### src/rtl/mem_access_unit.sv
// mem_access_unit: load/store stage between execute and write-back.
//
// Decodes the execute-stage load/store side-band, issues one access at a time
// on a ready-handshaked 64-bit data-memory port, and stalls the pipeline while
// the access is in flight. Non-memory results pass to write-back after one
// register stage. Load data is extracted from the returned 64-bit beat and
// sign- or zero-extended.
//
// Optional build macro: MEM_MISALIGN_TRAP_EN
//   defined   - accesses whose EA is not a multiple of the size raise a one-cycle
//               MisalignOut pulse and issue no bus request.
//   undefined - EA low bits are forced to natural alignment; MisalignOut is 0.
//
// Ports:
//   Clk, Rst              clock, synchronous active-low reset
//   ValidIn .. RdWriteDataIn   execute-stage side-band and ALU result
//   HoldFlagToCtrl        combinational stall request to the pipeline controller
//   RdAddrOut/RdWriteEnableOut/RdWriteDataOut  registered write-back
//   MemReqOut/MemWeOut/MemAddrOut/MemWdataOut/MemWmaskOut  data-memory request
//   MemReadyIn/MemRdataIn  data-memory response
//   BusErrOut             one-cycle pulse on access timeout
//   MisalignOut           one-cycle pulse on trapped misaligned access

module mem_access_unit #(
  parameter int unsigned TIMEOUT = 256
) (
  input  logic        Clk,
  input  logic        Rst,
  input  logic        ValidIn,
  input  logic [6:0]  OpCodeIn,
  input  logic [2:0]  Funct3In,
  input  logic [63:0] ImmIn,
  input  logic [63:0] Rs1ReadDataIn,
  input  logic [63:0] Rs2ReadDataIn,
  input  logic [4:0]  RdAddrIn,
  input  logic        RdWriteEnableIn,
  input  logic [63:0] RdWriteDataIn,
  output logic        HoldFlagToCtrl,
  output logic [4:0]  RdAddrOut,
  output logic        RdWriteEnableOut,
  output logic [63:0] RdWriteDataOut,
  output logic        MemReqOut,
  output logic        MemWeOut,
  output logic [63:0] MemAddrOut,
  output logic [63:0] MemWdataOut,
  output logic [7:0]  MemWmaskOut,
  input  logic        MemReadyIn,
  input  logic [63:0] MemRdataIn,
  output logic        BusErrOut,
  output logic        MisalignOut
);

  localparam int unsigned XLEN  = 64;
  localparam int unsigned CNT_W = (TIMEOUT > 1) ? $clog2(TIMEOUT) : 1;

  localparam logic [6:0] OPC_LOAD  = 7'b0000011;
  localparam logic [6:0] OPC_STORE = 7'b0100011;

  typedef enum logic {
    S_IDLE = 1'b0,
    S_REQ  = 1'b1
  } state_t;

  // State and capture registers
  state_t            r_state;
  logic [CNT_W-1:0]  r_cnt;
  logic              r_we;
  logic [1:0]        r_size;
  logic              r_unsigned;
  logic [2:0]        r_shift;
  logic [XLEN-1:0]   r_addr;
  logic [XLEN-1:0]   r_wdata;
  logic [7:0]        r_wmask;
  logic [4:0]        r_cap_rd_addr;
  logic              r_cap_rd_en;
  logic [4:0]        r_rd_addr;
  logic              r_rd_en;
  logic [XLEN-1:0]   r_rd_data;
  logic              r_bus_err;
  logic              r_misalign;

  // Next-state values
  state_t            w_state_nxt;
  logic [CNT_W-1:0]  w_cnt_nxt;
  logic              w_we_nxt;
  logic [1:0]        w_size_nxt;
  logic              w_unsigned_nxt;
  logic [2:0]        w_shift_nxt;
  logic [XLEN-1:0]   w_addr_nxt;
  logic [XLEN-1:0]   w_wdata_nxt;
  logic [7:0]        w_wmask_nxt;
  logic [4:0]        w_cap_rd_addr_nxt;
  logic              w_cap_rd_en_nxt;
  logic [4:0]        w_rd_addr_nxt;
  logic              w_rd_en_nxt;
  logic [XLEN-1:0]   w_rd_data_nxt;
  logic              w_bus_err_nxt;
  logic              w_misalign_nxt;
  logic              w_hold;

  // Decode and address formatting
  logic [XLEN-1:0]   w_ea;
  logic              w_is_load;
  logic              w_is_store;
  logic              w_is_mem;
  logic [1:0]        w_size;
  logic [2:0]        w_align_bits;
  logic [2:0]        w_ofs;
  logic [7:0]        w_size_mask;
  logic              w_trap;
  logic              w_timeout;
  logic [XLEN-1:0]   w_rshift;
  logic [XLEN-1:0]   w_load_data;

  assign w_ea       = Rs1ReadDataIn + ImmIn;
  assign w_is_load  = (OpCodeIn == OPC_LOAD) && (Funct3In != 3'b111);
  assign w_is_store = (OpCodeIn == OPC_STORE) && !Funct3In[2];
  assign w_is_mem   = w_is_load || w_is_store;
  assign w_size     = Funct3In[1:0];

  // Low EA bits that must be zero for a naturally aligned access
  always_comb begin
    w_align_bits = 3'b111;
    w_size_mask  = 8'hFF;
    case (w_size)
      2'd0: begin w_align_bits = 3'b000; w_size_mask = 8'h01; end
      2'd1: begin w_align_bits = 3'b001; w_size_mask = 8'h03; end
      2'd2: begin w_align_bits = 3'b011; w_size_mask = 8'h0F; end
      default: begin w_align_bits = 3'b111; w_size_mask = 8'hFF; end
    endcase
  end

  // Masking is a no-op for aligned accesses, so one offset serves both builds
  assign w_ofs = w_ea[2:0] & ~w_align_bits;

`ifdef MEM_MISALIGN_TRAP_EN
  assign w_trap = |(w_ea[2:0] & w_align_bits);
`else
  assign w_trap = 1'b0;
`endif

  assign w_timeout = (r_cnt == CNT_W'(TIMEOUT - 1));

  // Load extraction: move the addressed bytes to the bottom, then extend
  assign w_rshift = MemRdataIn >> {r_shift, 3'b000};

  always_comb begin
    w_load_data = w_rshift;
    case (r_size)
      2'd0: w_load_data = r_unsigned ? {56'd0, w_rshift[7:0]}
                                     : {{56{w_rshift[7]}}, w_rshift[7:0]};
      2'd1: w_load_data = r_unsigned ? {48'd0, w_rshift[15:0]}
                                     : {{48{w_rshift[15]}}, w_rshift[15:0]};
      2'd2: w_load_data = r_unsigned ? {32'd0, w_rshift[31:0]}
                                     : {{32{w_rshift[31]}}, w_rshift[31:0]};
      default: w_load_data = w_rshift;
    endcase
  end

  // Next-state, capture and write-back logic
  always_comb begin
    w_state_nxt       = r_state;
    w_cnt_nxt         = r_cnt;
    w_we_nxt          = r_we;
    w_size_nxt        = r_size;
    w_unsigned_nxt    = r_unsigned;
    w_shift_nxt       = r_shift;
    w_addr_nxt        = r_addr;
    w_wdata_nxt       = r_wdata;
    w_wmask_nxt       = r_wmask;
    w_cap_rd_addr_nxt = r_cap_rd_addr;
    w_cap_rd_en_nxt   = r_cap_rd_en;
    w_rd_addr_nxt     = r_rd_addr;
    w_rd_en_nxt       = r_rd_en;
    w_rd_data_nxt     = r_rd_data;
    w_bus_err_nxt     = 1'b0;
    w_misalign_nxt    = 1'b0;
    w_hold            = 1'b0;

    case (r_state)
      S_IDLE: begin
        if (ValidIn) begin
          if (w_is_mem) begin
            w_rd_en_nxt = 1'b0;
            if (w_trap) begin
              w_misalign_nxt = 1'b1;
            end else begin
              w_hold            = 1'b1;
              w_state_nxt       = S_REQ;
              w_cnt_nxt         = '0;
              w_we_nxt          = w_is_store;
              w_size_nxt        = w_size;
              w_unsigned_nxt    = Funct3In[2];
              w_shift_nxt       = w_ofs;
              w_addr_nxt        = {w_ea[XLEN-1:3], 3'b000};
              w_wdata_nxt       = Rs2ReadDataIn << {w_ofs, 3'b000};
              w_wmask_nxt       = w_size_mask << w_ofs;
              w_cap_rd_addr_nxt = RdAddrIn;
              w_cap_rd_en_nxt   = RdWriteEnableIn;
            end
          end else begin
            w_rd_addr_nxt = RdAddrIn;
            w_rd_en_nxt   = RdWriteEnableIn;
            w_rd_data_nxt = RdWriteDataIn;
          end
        end else begin
          w_rd_en_nxt = 1'b0;
        end
      end

      S_REQ: begin
        // Ready on the final timeout cycle still completes the access
        if (MemReadyIn) begin
          w_state_nxt = S_IDLE;
          if (!r_we) begin
            w_rd_addr_nxt = r_cap_rd_addr;
            w_rd_en_nxt   = r_cap_rd_en;
            w_rd_data_nxt = w_load_data;
          end else begin
            w_rd_en_nxt = 1'b0;
          end
        end else if (w_timeout) begin
          // Hold is released in the abort cycle so the pipeline moves on
          w_state_nxt   = S_IDLE;
          w_bus_err_nxt = 1'b1;
          w_rd_en_nxt   = 1'b0;
        end else begin
          w_hold    = 1'b1;
          w_cnt_nxt = r_cnt + CNT_W'(1);
        end
      end

      default: begin
        w_state_nxt = S_IDLE;
      end
    endcase
  end

  // State register
  always_ff @(posedge Clk) begin
    if (!Rst) begin
      r_state       <= S_IDLE;
      r_cnt         <= '0;
      r_we          <= 1'b0;
      r_size        <= 2'd0;
      r_unsigned    <= 1'b0;
      r_shift       <= 3'd0;
      r_addr        <= '0;
      r_wdata       <= '0;
      r_wmask       <= 8'd0;
      r_cap_rd_addr <= 5'd0;
      r_cap_rd_en   <= 1'b0;
      r_rd_addr     <= 5'd0;
      r_rd_en       <= 1'b0;
      r_rd_data     <= '0;
      r_bus_err     <= 1'b0;
      r_misalign    <= 1'b0;
    end else begin
      r_state       <= w_state_nxt;
      r_cnt         <= w_cnt_nxt;
      r_we          <= w_we_nxt;
      r_size        <= w_size_nxt;
      r_unsigned    <= w_unsigned_nxt;
      r_shift       <= w_shift_nxt;
      r_addr        <= w_addr_nxt;
      r_wdata       <= w_wdata_nxt;
      r_wmask       <= w_wmask_nxt;
      r_cap_rd_addr <= w_cap_rd_addr_nxt;
      r_cap_rd_en   <= w_cap_rd_en_nxt;
      r_rd_addr     <= w_rd_addr_nxt;
      r_rd_en       <= w_rd_en_nxt;
      r_rd_data     <= w_rd_data_nxt;
      r_bus_err     <= w_bus_err_nxt;
      r_misalign    <= w_misalign_nxt;
    end
  end

  // Hold is forced low while reset is asserted
  assign HoldFlagToCtrl   = Rst & w_hold;
  assign RdAddrOut        = r_rd_addr;
  assign RdWriteEnableOut = r_rd_en;
  assign RdWriteDataOut   = r_rd_data;
  assign MemReqOut        = (r_state == S_REQ);
  assign MemWeOut         = r_we;
  assign MemAddrOut       = r_addr;
  assign MemWdataOut      = r_wdata;
  assign MemWmaskOut      = r_wmask;
  assign BusErrOut        = r_bus_err;
  assign MisalignOut      = r_misalign;

endmodule

### config.mk
export PLATFORM = sky130hd
export DESIGN_NAME = mem_access_unit
export DESIGN_NICKNAME = d
export VERILOG_FILES = /design/src/rtl/mem_access_unit.sv
export SDC_FILE = /design/constraint.sdc
export NUM_CORES = 1
export LEC_CHECK = 0
export BUFFER_PORTS_ARGS = -buffer_cell sky130_fd_sc_hd__buf_2
export CORE_MARGIN = 4
export CORE_UTILIZATION = 30
export DETAILED_ROUTE_END_ITERATION = 8
export SLEW_MARGIN = 20
export SYNTH_ARGS = -nofsm -noshare
export SYNTH_HDL_FRONTEND = slang
export SYNTH_SLANG_ARGS = --single-unit
### constraint.sdc
create_clock -name Clk -period 5.6 [get_ports Clk]
set_input_delay 0.28 -clock Clk [delete_from_list [all_inputs] [get_ports Clk]]
set_output_delay 0.28 -clock Clk [all_outputs]
set_load 0.01 [all_outputs]
==> summary by stage <==
Routing
The via density per instance is 5.480. The detail route stage leaves a number of antenna-violating nets equal to 0. The number of remaining DRC errors is 0. The number of violations reported at the end of detailed-routing iteration 0 is 1378. The iteration count of the initial detailed-routing pass is 6.

Summed over all layers, the routed wires come to 72.37 mm. The routed layout has about 18000 vias. The detailed-route wire length per cell is 22.49 um.

Power and ir drop
The worst supply voltage drop on vdd is approximately 230 uV. The total power divided by cell area is 248.3 nW/um^2. Of the total power, the share spent switching nets is 0.3022.

The net switching power of the design is roughly 1500 uW. The internal portion of the total power is around 3500 uW. The total power draw is a little over 5000 uW. The combinational cell fraction of total power is 0.214. The static power due to leakage is 0.008536 uW. The share of power burned in registers is 0.330. The relative contribution of the clock network to total power is 0.456.

GRT
The first global-routing pass estimated 106.2 mm of wire. After global routing the overflow that remains totals 0. The maximum number of pins on one net before global-route repair is 176.

The number of antenna violations at the first check in global routing came to 13. The combined global-route utilization of all metal layers is 0.2394. The number of global-route vias before repair is 17040.

Logic synthesis
The count of yosys warnings during synthesis is 0. The most frequent cell after synthesis is sky130_fd_sc_hd__nand2_1. For this run, asynchronously set or reset flops after synthesis account for 0.

Of the post-synthesis cell area, the dominant cell type holds 0.2874. The cell area after synthesis is 15740 um^2. The cell accounting for the most synthesized area is sky130_fd_sc_hd__dfxtp_1. After synthesis, the cell types taking the most area are sky130_fd_sc_hd__dfxtp_1 29%, sky130_fd_sc_hd__mux2i_1 7.7%, sky130_fd_sc_hd__nand2_1 7.4%. The number of register bits inferred by synthesis is 226. Sorting the synthesized cells by how often they occur yields 311 x sky130_fd_sc_hd__nand2_1, 226 x sky130_fd_sc_hd__dfxtp_1, 220 x sky130_fd_sc_hd__a21oi_1, 182 x sky130_fd_sc_hd__nor2_1, 134 x sky130_fd_sc_hd__clkbuf_1.

In this run the mean area of a mapped cell was slightly below 8 um^2. Yosys mapped the design onto 76 distinct sky130hd cell types. The share of the Yosys chip area taken by registers is 0.2874. Counting flops with a built-in enable in the synthesized netlist gives 0. The number of cells produced by synthesis is around 2000. The most used flip-flop cell after synthesis is sky130_fd_sc_hd__dfxtp_1.

Finish
Fill cells in the final layout number between 5000 and 6000. In the final layout, the share of cells above drive strength 1 is 0.2795. The relative area change from synthesis to final layout is 28.78%. The post-layout net count is between 2000 and 3000.

Timing
Summed over all failing endpoints, the final setup total negative slack is 0 ns. The normalized max-slew margin is 0.1633. The final period demand of the worst path is roughly 4.3 ns. Setup repair after global routing left no endpoint under its margin.

Setup violations remaining at the end of the flow were counted as 0. The post-route clock period utilization is 0.7595. The final worst clock skew is 0.01405 ns.

The actual slew at the worst max-slew pin is 1.255 ns. The final number of hold-violating endpoints is 0. The count of final max-slew check failures is 0. The highest clock frequency the design can meet is 0.2351 GHz.

Worst setup path
Of all nets on the critical path, the largest fanout is 32. The required time of the worst setup path is between 6 and 7 ns. STA puts the critical path data arrival time at 4.75 ns. The capturing element type of the critical path is a flip-flop.

STA classifies the critical path startpoint as a flip-flop. The kind of critical path is reg -> reg.

Die
The die covers 56200 um^2. After floorplanning, the core was sized to cover 51610 um^2. The floorplan step set the die width to 237.1 um.

The floorplan step set the die height to 237.1 um. The count of boundary I/O pins is 551. The initial standard-cell utilization of the core is 0.3050. The number of placement rows is 83.

Placed design
The routability congestion estimate from global placement is 0.9438. The HPWL after detailed placement is 56.09 mm. The number of port buffers is roughly 550.

Clock tree
The clock tree from TritonCTS is built. The clock slew at the register clock pins of the worst setup and hold paths is 0.06 ns. The deepest level of the CTS H-tree is 1. The clock reaches the later pin of the worst-skew pair after just under 0.6 ns. The tree is rooted in a sky130_fd_sc_hd__clkbuf_16. The clock passes through at most 3 buffers. The number of clock buffers added by TritonCTS is 31. The post-CTS repair timing setup buffer count is 0. The clock net sink count is ~230.

Hold path
The path category of the worst min-delay check is in -> reg.

Job
The tool flagged a number of max-cap violations equal to 0.

Status
The run finished with clean final reports.
worst max-delay path, stage by stage, from the launching register on:
cell	delay, ns
sky130_fd_sc_hd__dfxtp_2	0.59
sky130_fd_sc_hd__nor2b_1	0.66
sky130_fd_sc_hd__nand2_1	0.10
sky130_fd_sc_hd__o21ai_0	0.15
sky130_fd_sc_hd__mux2i_1	0.23
sky130_fd_sc_hd__a2111oi_4	0.59
sky130_fd_sc_hd__nand2b_1	0.46
sky130_fd_sc_hd__or2_2	0.93
sky130_fd_sc_hd__o221ai_1	0.26
sky130_fd_sc_hd__a21oi_1	0.19
worst paths after layout:
kind / to / startpoint / slack, ns / cells past startpoint
worst max-delay path: RdWriteDataOut[32]$_SDFFE_PN0P_ / r_shift[0]$_SDFFE_PN0P_ / 1.35 / 9
worst min-delay path: RdWriteDataOut[33]$_SDFFE_PN0P_ / RdWriteDataIn[33] / 0.03 / 3
worst max register to register: RdWriteDataOut[32]$_SDFFE_PN0P_ / r_shift[0]$_SDFFE_PN0P_ / 1.35 / 9
worst min register to register: RdWriteDataOut[12]$_SDFFE_PN0P_ / RdWriteDataOut[12]$_SDFFE_PN0P_ / 0.45 / 2
placed cells by master, fill, tap and decap left out, types with 33 or more instances in the layout:
| cell type | instances |
|---|---|
| sky130_fd_sc_hd__a21oi_1 | 220 |
| sky130_fd_sc_hd__nor2b_1 | 42 |
| sky130_fd_sc_hd__a21o_1 | 35 |
| sky130_fd_sc_hd__ha_1 | 64 |
| sky130_fd_sc_hd__nand2_1 | 311 |
| sky130_fd_sc_hd__nand3_1 | 58 |
| sky130_fd_sc_hd__o21ai_0 | 81 |
| sky130_fd_sc_hd__nor3_1 | 33 |
| sky130_fd_sc_hd__dfxtp_1 | 223 |
| sky130_fd_sc_hd__mux2i_1 | 121 |
| sky130_fd_sc_hd__nor2_1 | 181 |
| sky130_fd_sc_hd__buf_2 | 546 |
| sky130_fd_sc_hd__nand4_1 | 35 |
| sky130_fd_sc_hd__a211oi_1 | 50 |
area by class of cell:
type / count / area, um^2 / share of cell area
multi-input cells: 1632 / 10470 / 0.5165
flip-flops and latches: 226 / 4531 / 0.2235
repair buffers: 589 / 3133 / 0.1545
clock buffers: 39 / 865.8 / 0.04271
well taps: 680 / 850.8 / 0.04197
clock inverters: 18 / 304.0 / 0.01500
inverters: 22 / 87.58 / 0.004320
diodes: 12 / 30.03 / 0.001481
power by group through the flow:
stage / logic (uW) / clock network [uW] / registers [uW]
after floorplan: 624 / 0 / 1710
after global placement: 1040 / 0 / 1690
after detailed placement: 1040 / 0 / 1700
after CTS: 1070 / 2350 / 1660
after global routing: 1170 / 2400 / 1660
final: 1080 / 2290 / 1660
flip-flops by register name (all words and copies together), names as in the netlist, 2 cells and up:
register / flops
MemWdataOut: 64
RdWriteDataOut: 64
r_cnt: 8
r_cap_rd_addr: 5
r_shift: 3
MemAddrOut: 61
r_size: 2
RdAddrOut: 5
MemWmaskOut: 8
cell families (layout without fill, tap and decap cells):
kind of cell | count (synthesis) | count (layout) | synth area share
other cells | 1 | 16 | 0.0002382
flops | 226 | 226 | 0.2874
simple gates | 757 | 757 | 0.2183
mux | 140 | 140 | 0.09626
compound gates | 617 | 617 | 0.2686
xor+xnor | 49 | 49 | 0.02726
fa+ha+maj | 65 | 65 | 0.05214
buf+inv | 187 | 668 | 0.04976
per-layer routing:
| metal | vias up | routed length [um] | share of wire | global-route usage |
|---|---|---|---|---|
| met5 | - | 27 | 0.00037 | 0 |
| met4 | 4 | 2563 | 0.035 | 0.08687 |
| met3 | 121 | 6518 | 0.090 | 0.06313 |
| met2 | 843 | 34250 | 0.47 | 0.4070 |
| met1 | 8292 | 29010 | 0.40 | 0.2912 |
| li1 | 8376 | - | - | - |
timing repair:
item                                   in CTS  in global routing
hold buffers                               21                  0
endpoints found under the hold margin      24                  0
resized for setup                           0                  0
per-stage QoR:
| step | instances | hold slack [ns] | utilization | worst slack, ns | instance area (um^2) |
|---|---|---|---|---|---|
| after floorplan | 2045 | 0.4160 | - | 2.757 | 15750 |
| after global placement | 3128 | 0.4355 | 0.3654 | 1.633 | 18860 |
| after detailed placement | 3128 | 0.4414 | 0.3654 | 1.476 | 18860 |
| after CTS | 3206 | 0.0006605 | 0.3922 | 1.458 | 20240 |
| after global routing | 3213 | 0.02734 | 0.3925 | 1.088 | 20260 |
| final | 3218 | 0.03158 | 0.3928 | 1.347 | 20270 |
Note: power is estimated with default switching activity, not from simulation.
